<file path="src/rtl/vga_stripe_reader_if.sv">
// Read-port bundle between the scan-out reader and the two stripe buffers (port b).
//   pixel_address : read address {x[9:0], y[8:0]}, shared by both buffers
//   mem_bit_0     : 4-bit log-iteration code returned by the stripe-0 buffer
//   mem_bit_1     : 4-bit log-iteration code returned by the stripe-1 buffer
// master = reader side, slave = buffer side.
interface vga_stripe_reader_if;
  logic [18:0] pixel_address;
  logic [3:0]  mem_bit_0;
  logic [3:0]  mem_bit_1;

  modport master (
    output pixel_address,
    input  mem_bit_0,
    input  mem_bit_1
  );

  modport slave (
    input  pixel_address,
    output mem_bit_0,
    output mem_bit_1
  );
endinterface

</file>
<file path="src/rtl/vga_stripe_reader.sv">
// Scan-out reader for the Julia-set video buffers.
// Generates VGA timing (640x480@60 by default), addresses both stripe buffers through port b,
// picks the stripe that owns the column, maps the 4-bit code to 24-bit RGB and emits a
// one-clock frame_start strobe at the start of vblank.
// Build option: define PALETTE_GRAY_EN for a grey ramp on codes 1..10 instead of red/blue.
// Ports:
//   clock        : pixel clock, also clocks buffer port b
//   reset_n      : asynchronous reset, active low
//   rd           : buffer read bundle (pixel_address out, mem_bit_0/1 in)
//   stripe_done  : pause flags from stripe 0 (bit 0) and stripe 1 (bit 1)
//   vga_r/g/b    : colour channels, zero while blanked
//   vga_hs/vs    : syncs, active low
//   vga_blank_n  : low outside the visible area
//   frame_start  : one-clock pulse when the counters reach (0, V_ACTIVE)
//   all_done     : registered AND of both stripe_done bits
module vga_stripe_reader #(
  parameter int unsigned H_ACTIVE  = 640,
  parameter int unsigned H_FP      = 16,
  parameter int unsigned H_SYNC    = 96,
  parameter int unsigned H_BP      = 48,
  parameter int unsigned V_ACTIVE  = 480,
  parameter int unsigned V_FP      = 10,
  parameter int unsigned V_SYNC    = 2,
  parameter int unsigned V_BP      = 33,
  parameter int unsigned SPLIT_COL = 321,
  // Buffer port-b read latency in clocks, legal range 1..3.
  parameter int unsigned RD_LAT    = 1
) (
  input  logic                       clock,
  input  logic                       reset_n,
  vga_stripe_reader_if.master        rd,
  input  logic [1:0]                 stripe_done,
  output logic [7:0]                 vga_r,
  output logic [7:0]                 vga_g,
  output logic [7:0]                 vga_b,
  output logic                       vga_hs,
  output logic                       vga_vs,
  output logic                       vga_blank_n,
  output logic                       frame_start,
  output logic                       all_done
);

  localparam logic [9:0] H_LAST   = 10'(H_ACTIVE + H_FP + H_SYNC + H_BP - 1);
  localparam logic [9:0] V_LAST   = 10'(V_ACTIVE + V_FP + V_SYNC + V_BP - 1);
  localparam logic [9:0] H_ACT_C  = 10'(H_ACTIVE);
  localparam logic [9:0] V_ACT_C  = 10'(V_ACTIVE);
  localparam logic [9:0] HS_FIRST = 10'(H_ACTIVE + H_FP);
  localparam logic [9:0] HS_LAST  = 10'(H_ACTIVE + H_FP + H_SYNC - 1);
  localparam logic [9:0] VS_FIRST = 10'(V_ACTIVE + V_FP);
  localparam logic [9:0] VS_LAST  = 10'(V_ACTIVE + V_FP + V_SYNC - 1);
  localparam logic [9:0] SPLIT_C  = 10'(SPLIT_COL);

  logic [9:0]  h_q, h_d;
  logic [9:0]  v_q, v_d;
  logic        active_c, hs_raw, vs_raw, sel_c;
  logic [18:0] addr_q, addr_d;

  // Control delay lines; index RD_LAT lines up with the data returned by the buffers.
  logic [RD_LAT:0] act_dly_q, hs_dly_q, vs_dly_q, sel_dly_q;

  logic [3:0]  code_c;
  logic [23:0] rgb_q, rgb_d;
  logic        hs_q, vs_q, blank_n_q, all_done_q;

  function automatic logic [23:0] palette(input logic [3:0] code);
    logic [7:0] lvl;
    lvl = 8'(code) * 8'd25;  // max 250, fits in 8 bits
    if (code == 4'd0) begin
      return 24'h000000;
    end else if (code <= 4'd10) begin
`ifdef PALETTE_GRAY_EN
      return {lvl, lvl, lvl};
`else
      return {lvl, 8'h00, 8'hFF - lvl};
`endif
    end else begin
      return 24'hFFFFFF;
    end
  endfunction

  // Raster counters.
  always_comb begin
    h_d = h_q + 10'd1;
    v_d = v_q;
    if (h_q == H_LAST) begin
      h_d = '0;
      v_d = (v_q == V_LAST) ? '0 : v_q + 10'd1;
    end
  end

  always_comb begin
    active_c = (h_q < H_ACT_C) && (v_q < V_ACT_C);
    hs_raw   = !((h_q >= HS_FIRST) && (h_q <= HS_LAST));
    vs_raw   = !((v_q >= VS_FIRST) && (v_q <= VS_LAST));
    sel_c    = (h_q >= SPLIT_C);
    addr_d   = active_c ? {h_q, v_q[8:0]} : '0;
  end

  // Stripe 0 owns column SPLIT_COL-1, so the duplicated boundary column comes from it.
  always_comb begin
    code_c = sel_dly_q[RD_LAT] ? rd.mem_bit_1 : rd.mem_bit_0;
    rgb_d  = act_dly_q[RD_LAT] ? palette(code_c) : '0;
  end

  always_ff @(posedge clock or negedge reset_n) begin
    if (!reset_n) begin
      h_q        <= '0;
      v_q        <= '0;
      addr_q     <= '0;
      act_dly_q  <= '0;
      hs_dly_q   <= '1;  // deasserted, so no stale sync pulse leaks out after reset
      vs_dly_q   <= '1;
      sel_dly_q  <= '0;
      rgb_q      <= '0;
      hs_q       <= 1'b1;
      vs_q       <= 1'b1;
      blank_n_q  <= 1'b0;
      all_done_q <= 1'b0;
    end else begin
      h_q        <= h_d;
      v_q        <= v_d;
      addr_q     <= addr_d;
      act_dly_q  <= {act_dly_q[RD_LAT-1:0], active_c};
      hs_dly_q   <= {hs_dly_q[RD_LAT-1:0], hs_raw};
      vs_dly_q   <= {vs_dly_q[RD_LAT-1:0], vs_raw};
      sel_dly_q  <= {sel_dly_q[RD_LAT-1:0], sel_c};
      rgb_q      <= rgb_d;
      hs_q       <= hs_dly_q[RD_LAT];
      vs_q       <= vs_dly_q[RD_LAT];
      blank_n_q  <= act_dly_q[RD_LAT];
      all_done_q <= stripe_done[0] & stripe_done[1];
    end
  end

  assign rd.pixel_address = addr_q;
  assign vga_r            = rgb_q[23:16];
  assign vga_g            = rgb_q[15:8];
  assign vga_b            = rgb_q[7:0];
  assign vga_hs           = hs_q;
  assign vga_vs           = vs_q;
  assign vga_blank_n      = blank_n_q;
  assign all_done         = all_done_q;
  // Undelayed: taken straight from the counter state.
  assign frame_start      = (h_q == 10'd0) && (v_q == V_ACT_C);

endmodule

</file>
<file path="src/flat_wrapper.sv">
// flat-port wrapper written by rule: the top's interface ports become plain ports
module vga_stripe_reader_flat 
#(
  parameter int unsigned H_ACTIVE  = 640,
  parameter int unsigned H_FP      = 16,
  parameter int unsigned H_SYNC    = 96,
  parameter int unsigned H_BP      = 48,
  parameter int unsigned V_ACTIVE  = 480,
  parameter int unsigned V_FP      = 10,
  parameter int unsigned V_SYNC    = 2,
  parameter int unsigned V_BP      = 33,
  parameter int unsigned SPLIT_COL = 321,
                                                            
  parameter int unsigned RD_LAT    = 1
)
  (clock, reset_n, stripe_done, vga_r, vga_g, vga_b, vga_hs, vga_vs, vga_blank_n, frame_start, all_done, rd_pixel_address, rd_mem_bit_0, rd_mem_bit_1);
  vga_stripe_reader_if rd_i ();
  input  logic clock;
  input  logic reset_n;
  input  logic [1:0] stripe_done;
  output logic [7:0] vga_r;
  output logic [7:0] vga_g;
  output logic [7:0] vga_b;
  output logic vga_hs;
  output logic vga_vs;
  output logic vga_blank_n;
  output logic frame_start;
  output logic all_done;
  output wire logic [$bits(rd_i.pixel_address)-1:0] rd_pixel_address;
  input wire logic [$bits(rd_i.mem_bit_0)-1:0] rd_mem_bit_0;
  input wire logic [$bits(rd_i.mem_bit_1)-1:0] rd_mem_bit_1;
  assign rd_pixel_address = rd_i.pixel_address;
  assign rd_i.mem_bit_0 = rd_mem_bit_0;
  assign rd_i.mem_bit_1 = rd_mem_bit_1;
  vga_stripe_reader #(.H_ACTIVE(H_ACTIVE), .H_FP(H_FP), .H_SYNC(H_SYNC), .H_BP(H_BP), .V_ACTIVE(V_ACTIVE), .V_FP(V_FP), .V_SYNC(V_SYNC), .V_BP(V_BP), .SPLIT_COL(SPLIT_COL), .RD_LAT(RD_LAT)) u_core (.clock(clock), .reset_n(reset_n), .rd(rd_i), .stripe_done(stripe_done), .vga_r(vga_r), .vga_g(vga_g), .vga_b(vga_b), .vga_hs(vga_hs), .vga_vs(vga_vs), .vga_blank_n(vga_blank_n), .frame_start(frame_start), .all_done(all_done));
endmodule
</file>
<file path="config.mk">
export PLATFORM = sky130hd
export DESIGN_NAME = vga_stripe_reader_flat
export DESIGN_NICKNAME = d
export VERILOG_FILES = /design/src/rtl/vga_stripe_reader_if.sv /design/src/rtl/vga_stripe_reader.sv /design/src/flat_wrapper.sv
export SDC_FILE = /design/constraint.sdc
export NUM_CORES = 1
export LEC_CHECK = 0
export CAP_MARGIN = 20
export CORE_ASPECT_RATIO = 1.4
export CORE_MARGIN = 1
export CORE_UTILIZATION = 45
export CTS_CLUSTER_SIZE = 28
export DETAILED_ROUTE_END_ITERATION = 10
export GPL_TIMING_DRIVEN = 0
export PLACE_DENSITY_LB_ADDON = 0.1
export SLEW_MARGIN = 20
export SYNTH_ARGS = -nofsm -noshare
export SYNTH_HDL_FRONTEND = slang
export SYNTH_SLANG_ARGS = --single-unit
</file>
<file path="constraint.sdc">
create_clock -name clock -period 2.5 [get_ports clock]
set_clock_uncertainty 0.1 [all_clocks]
set_input_delay 0.25 -clock clock [delete_from_list [all_inputs] [get_ports clock]]
set_output_delay 0.25 -clock clock [all_outputs]
set_load 0.005 [all_outputs]
</file>
==> impl_metrics.py <==
metrics = {
    "status": {
        "outcome": "finished, violations left",
        "failed_checks": "DRC",
    },
    "critical_path": {
        "worst_path_largest_cell_delay_ns": 0.48,
        "crit_path_end_kind": "flop",
        "worstSetupStartpointType": "flop",
        "cp_data_arrival_time_ns": 2.46,
        "cp-startpoint": "u_core.sel_dly_q[1]",
        "worstPathRequired_ns": 2.64,
        "critical_path.most_common_cell": "ha_1",
        "timing.critical_path.fanout_max": 5,
        "rr_startpoint": "u_core.sel_dly_q[1]",
        "crit_path_cell_trace": "mux2i_2 -> inv_1 -> ha_1 -> ha_1 -> a21oi_1 -> nor2b_1 -> xnor2_1 -> a21bo_2",
        "critical_path_class": "flop to flop",
        "critical-path-slowest-cell": "dfrtp_1",
    },
    "die": {
        "die_x_um": 70.5,
        "start_util_pct": 46.9,
        "pin_count": 60,
        "dieArea_um2": 6900,
        "floorplan.rows": 34,
        "core_um2": 6300,
        "dieHeight_um": 97.9,
    },
    "global_route": {
        "vias_in_the_first_global_route": 2112,
        "grt_antenna_before_repair": 0,
        "grt_pass1_wl_um": 9760,
        "global_route.overflow_total": 0,
        "grt_start_max_net_pins": 38,
        "globalRouteTotalUtil_pct": 18.6,
    },
    "timing": {
        "final.period_utilization_pct": 92.8,
        "fin_worst_hold_slack_ns": 0.252,
        "fmaxAchievable_ghz": 0.431,
        "worst_slew_margin_rel_pct": 64.0,
        "rsz0062_at_grt": "false",
        "finalCriticalPeriod_ns": 2.32,
        "total_neg_setup_slack_ns": 0,
        "number_of_hold_violations_in_the_final_report": 0,
        "tightest_slew_ns": 0.538,
        "finalMaxSlewViolations": 0,
        "timing.final.setup_violations": 0,
    },
    "clock_tree": {
        "cts_tree": "built",
        "tritoncts_num_sinks": 68,
        "cts.path.max_buffers": 2,
        "clk_latency_ns": 0.34,
        "h-tree-depth": 3,
        "cts_buffers": 9,
        "clock_pin_slew_worst_setup_and_hold_paths_ns": 0.07,
        "cts-root-buf": "clkbuf_8",
    },
    "place": {
        "dp.cells": 385,
        "detailedPlacementHpwl_um": 4060,
        "port_buffers": 59,
        "final_replace_weighted_congestion": 0.831,
    },
    "pwr": {
        "static-leakage-power_nw": 1.78,
        "power_density_over_cell_area_nw_per_um2": 602,
        "peakVddDrop_uv": 340,
    },
    "final_layout": {
        "post_layout_nonfiller_instances": 407,
        "num_antenna_cells": 0,
        "post_route_cells_drive_above_1_share_pct": 15.8,
        "finalNetCount": 362,
        "layout_overhead_on_the_synthesized_area_pct": 34.1,
        "most-common-layout-cells": "dfrtp_1, clkdlybuf4s50_1, ha_1",
        "final_common_cell": "dfrtp_1",
    },
    "logic_synthesis": {
        "synth-main-ff-cell": "dfrtp_1",
        "postSynthAreaPerCell_um2": 11.7,
        "synthesis.yosys.warnings": 0,
        "post_synthesis_cell_area_um2": 2960,
        "synth_edf_count": 0,
        "postSynthNetCount": 285,
        "synthCells": 253,
        "seq_area_frac_synth_pct": 57.8,
        "synthDistinctLibCells": 36,
        "synth.ff_latch_count": 68,
        "synth-async-reset-ratio_pct": 100,
    },
    "worst_hold_path": {
        "worstHoldPathType": "flop to flop",
        "timing.hold.worst.start": "u_core.act_dly_q[0]",
    },
    "detailed_routing": {
        "postRouteAntennaNets": 0,
        "route.final.wire_length_um": 5630,
        "vias_per_cell": 4.98,
        "drt_first_pass_iters": 7,
        "drt_iter0_drcs": 97,
        "drt_drc_violations_left": 16,
        "routedWlPerCell_um": 13.8,
        "detailroute.via_count": 2027,
    },
    "run": {
        "cap_viol_max_count": 0,
    },
}
-- stage by stage --
| stage | setup WS (ns) | utilization [%] | cell area, µm² | power [W] |
|---|---|---|---|---|
| after floorplan | 0.163 | - | 2960 | 0.00125 |
| after global placement | -1.05 | 57.8 | 3640 | 0.00139 |
| after detailed placement | -0.141 | 58.0 | 3650 | 0.00140 |
| after CTS | 0.0246 | 62.9 | 3960 | 0.00241 |
| after global routing | 0.0322 | 62.9 | 3960 | 0.00248 |
| final | 0.180 | 62.9 | 3960 | 0.00238 |
-- kinds of logic after synthesis --
group / after synthesis / share of synthesized area, %
AND/OR/NAND/NOR: 91 / 17.2
flip-flops: 68 / 57.8
buffers and inverters: 28 / 4.61
AO/OA/AOI/OAI: 26 / 5.50
adder cells (fa/ha/maj): 20 / 8.72
XOR/XNOR: 16 / 4.74
multiplexers: 4 / 1.35
-- area by class of cell --
class | instances | area, µm²
fill | 519 | 2330
sequential | 68 | 1710
multi-input combinational | 157 | 1130
timing repair buffer | 69 | 677
clock buffer | 10 | 138
tap | 72 | 90.1
clock inverter | 6 | 87.6
buffer | 14 | 85.1
inverter | 11 | 41.3
-- worst max-delay path, delay by kind of cell, from the launching register on --
kind | cells | cell delay, ns
buf+inv | 1 | 0.14
compound gates | 2 | 0.35
simple gates | 1 | 0.07
fa+ha+maj | 2 | 0.64
mux | 1 | 0.29
flops | 1 | 0.48
xor+xnor | 1 | 0.14
-- registers in the layout, summed over array words and instances (netlist names), 2 cells and up --
| signal | cells |
|---|---|
| u_core.rd.pixel_address | 19 |
| u_core.rgb_q | 17 |
| u_core.h_q | 10 |
| u_core.v_q | 10 |
| u_core.act_dly_q | 2 |
| u_core.hs_dly_q | 2 |
| u_core.sel_dly_q | 2 |
| u_core.vs_dly_q | 2 |
-- per-layer routing --
| metal | share of wire (%) | vias up | global-route usage, % |
|---|---|---|---|
| li1 | - | 1003 | - |
| met1 | 40 | 967 | 20.2 |
| met2 | 55 | 48 | 33.6 |
| met3 | 4.3 | 9 | 5.06 |
| met4 | 1.5 | 0 | 7.85 |
| met5 | 0 | - | 0 |
-- cells in the mapped netlist (2+ instances only) --
cell type  count  area share [%]
o21ai_0       16             2.7
clkbuf_1       8             1.0
dfrtp_1       62              52
xnor2_1       13             3.9
nor3_1        10             1.7
and2_1        17             3.6
and4_1         2            0.59
buf_4          8             2.0
nor4b_1        2            0.59
and3_1         4            0.85
nand3_1       10             1.7
xor2_1         3            0.89
nand2_1       18             2.3
a21o_1         2            0.51
nor2_1        10             1.3
a21oi_1        3            0.51
dfstp_2        6             5.3
mux2i_1        4             1.4
inv_1         11             1.4
a21bo_2        2            0.68
nor4_1         4            0.85
or4_1          2            0.51
nand4_1        5             1.1
ha_1          19             8.0
-- what timing repair did --
| item | CTS | global route |
|---|---|---|
| buffers inserted | 8 | 0 |
| endpoints found under the setup margin | 5 | 12 |
| gates resized for setup | 5 | 4 |
| pin swaps | 2 | 0 |
| hold buffers | 1 | 0 |
| hold endpoints to repair | 33 | 0 |
-- where the power goes --
group / total [W] / internal (W) / switching, W
registers: 0.00115 / 0.00114 / 0.0000105
logic: 0.000236 / 0.000142 / 0.0000940
clock network: 0.00100 / 0.000588 / 0.000412
total: 0.00238 / 0.00187 / 0.000517
-- final timing paths --
path                       cells past startpoint                  end  slack [ns]
setup / recovery                               8     u_core.rgb_q[23]        0.18
hold / removal                                 0  u_core.act_dly_q[1]        0.25
setup reg to reg                               8     u_core.rgb_q[23]        0.18
hold reg to reg                                0  u_core.act_dly_q[1]        0.25
max in group asynchronous                      3   u_core.vs_dly_q[0]        1.42
min in group asynchronous                      2     u_core.rgb_q[18]        0.29
No activity file was read; power rests on OpenSTA's default activity.
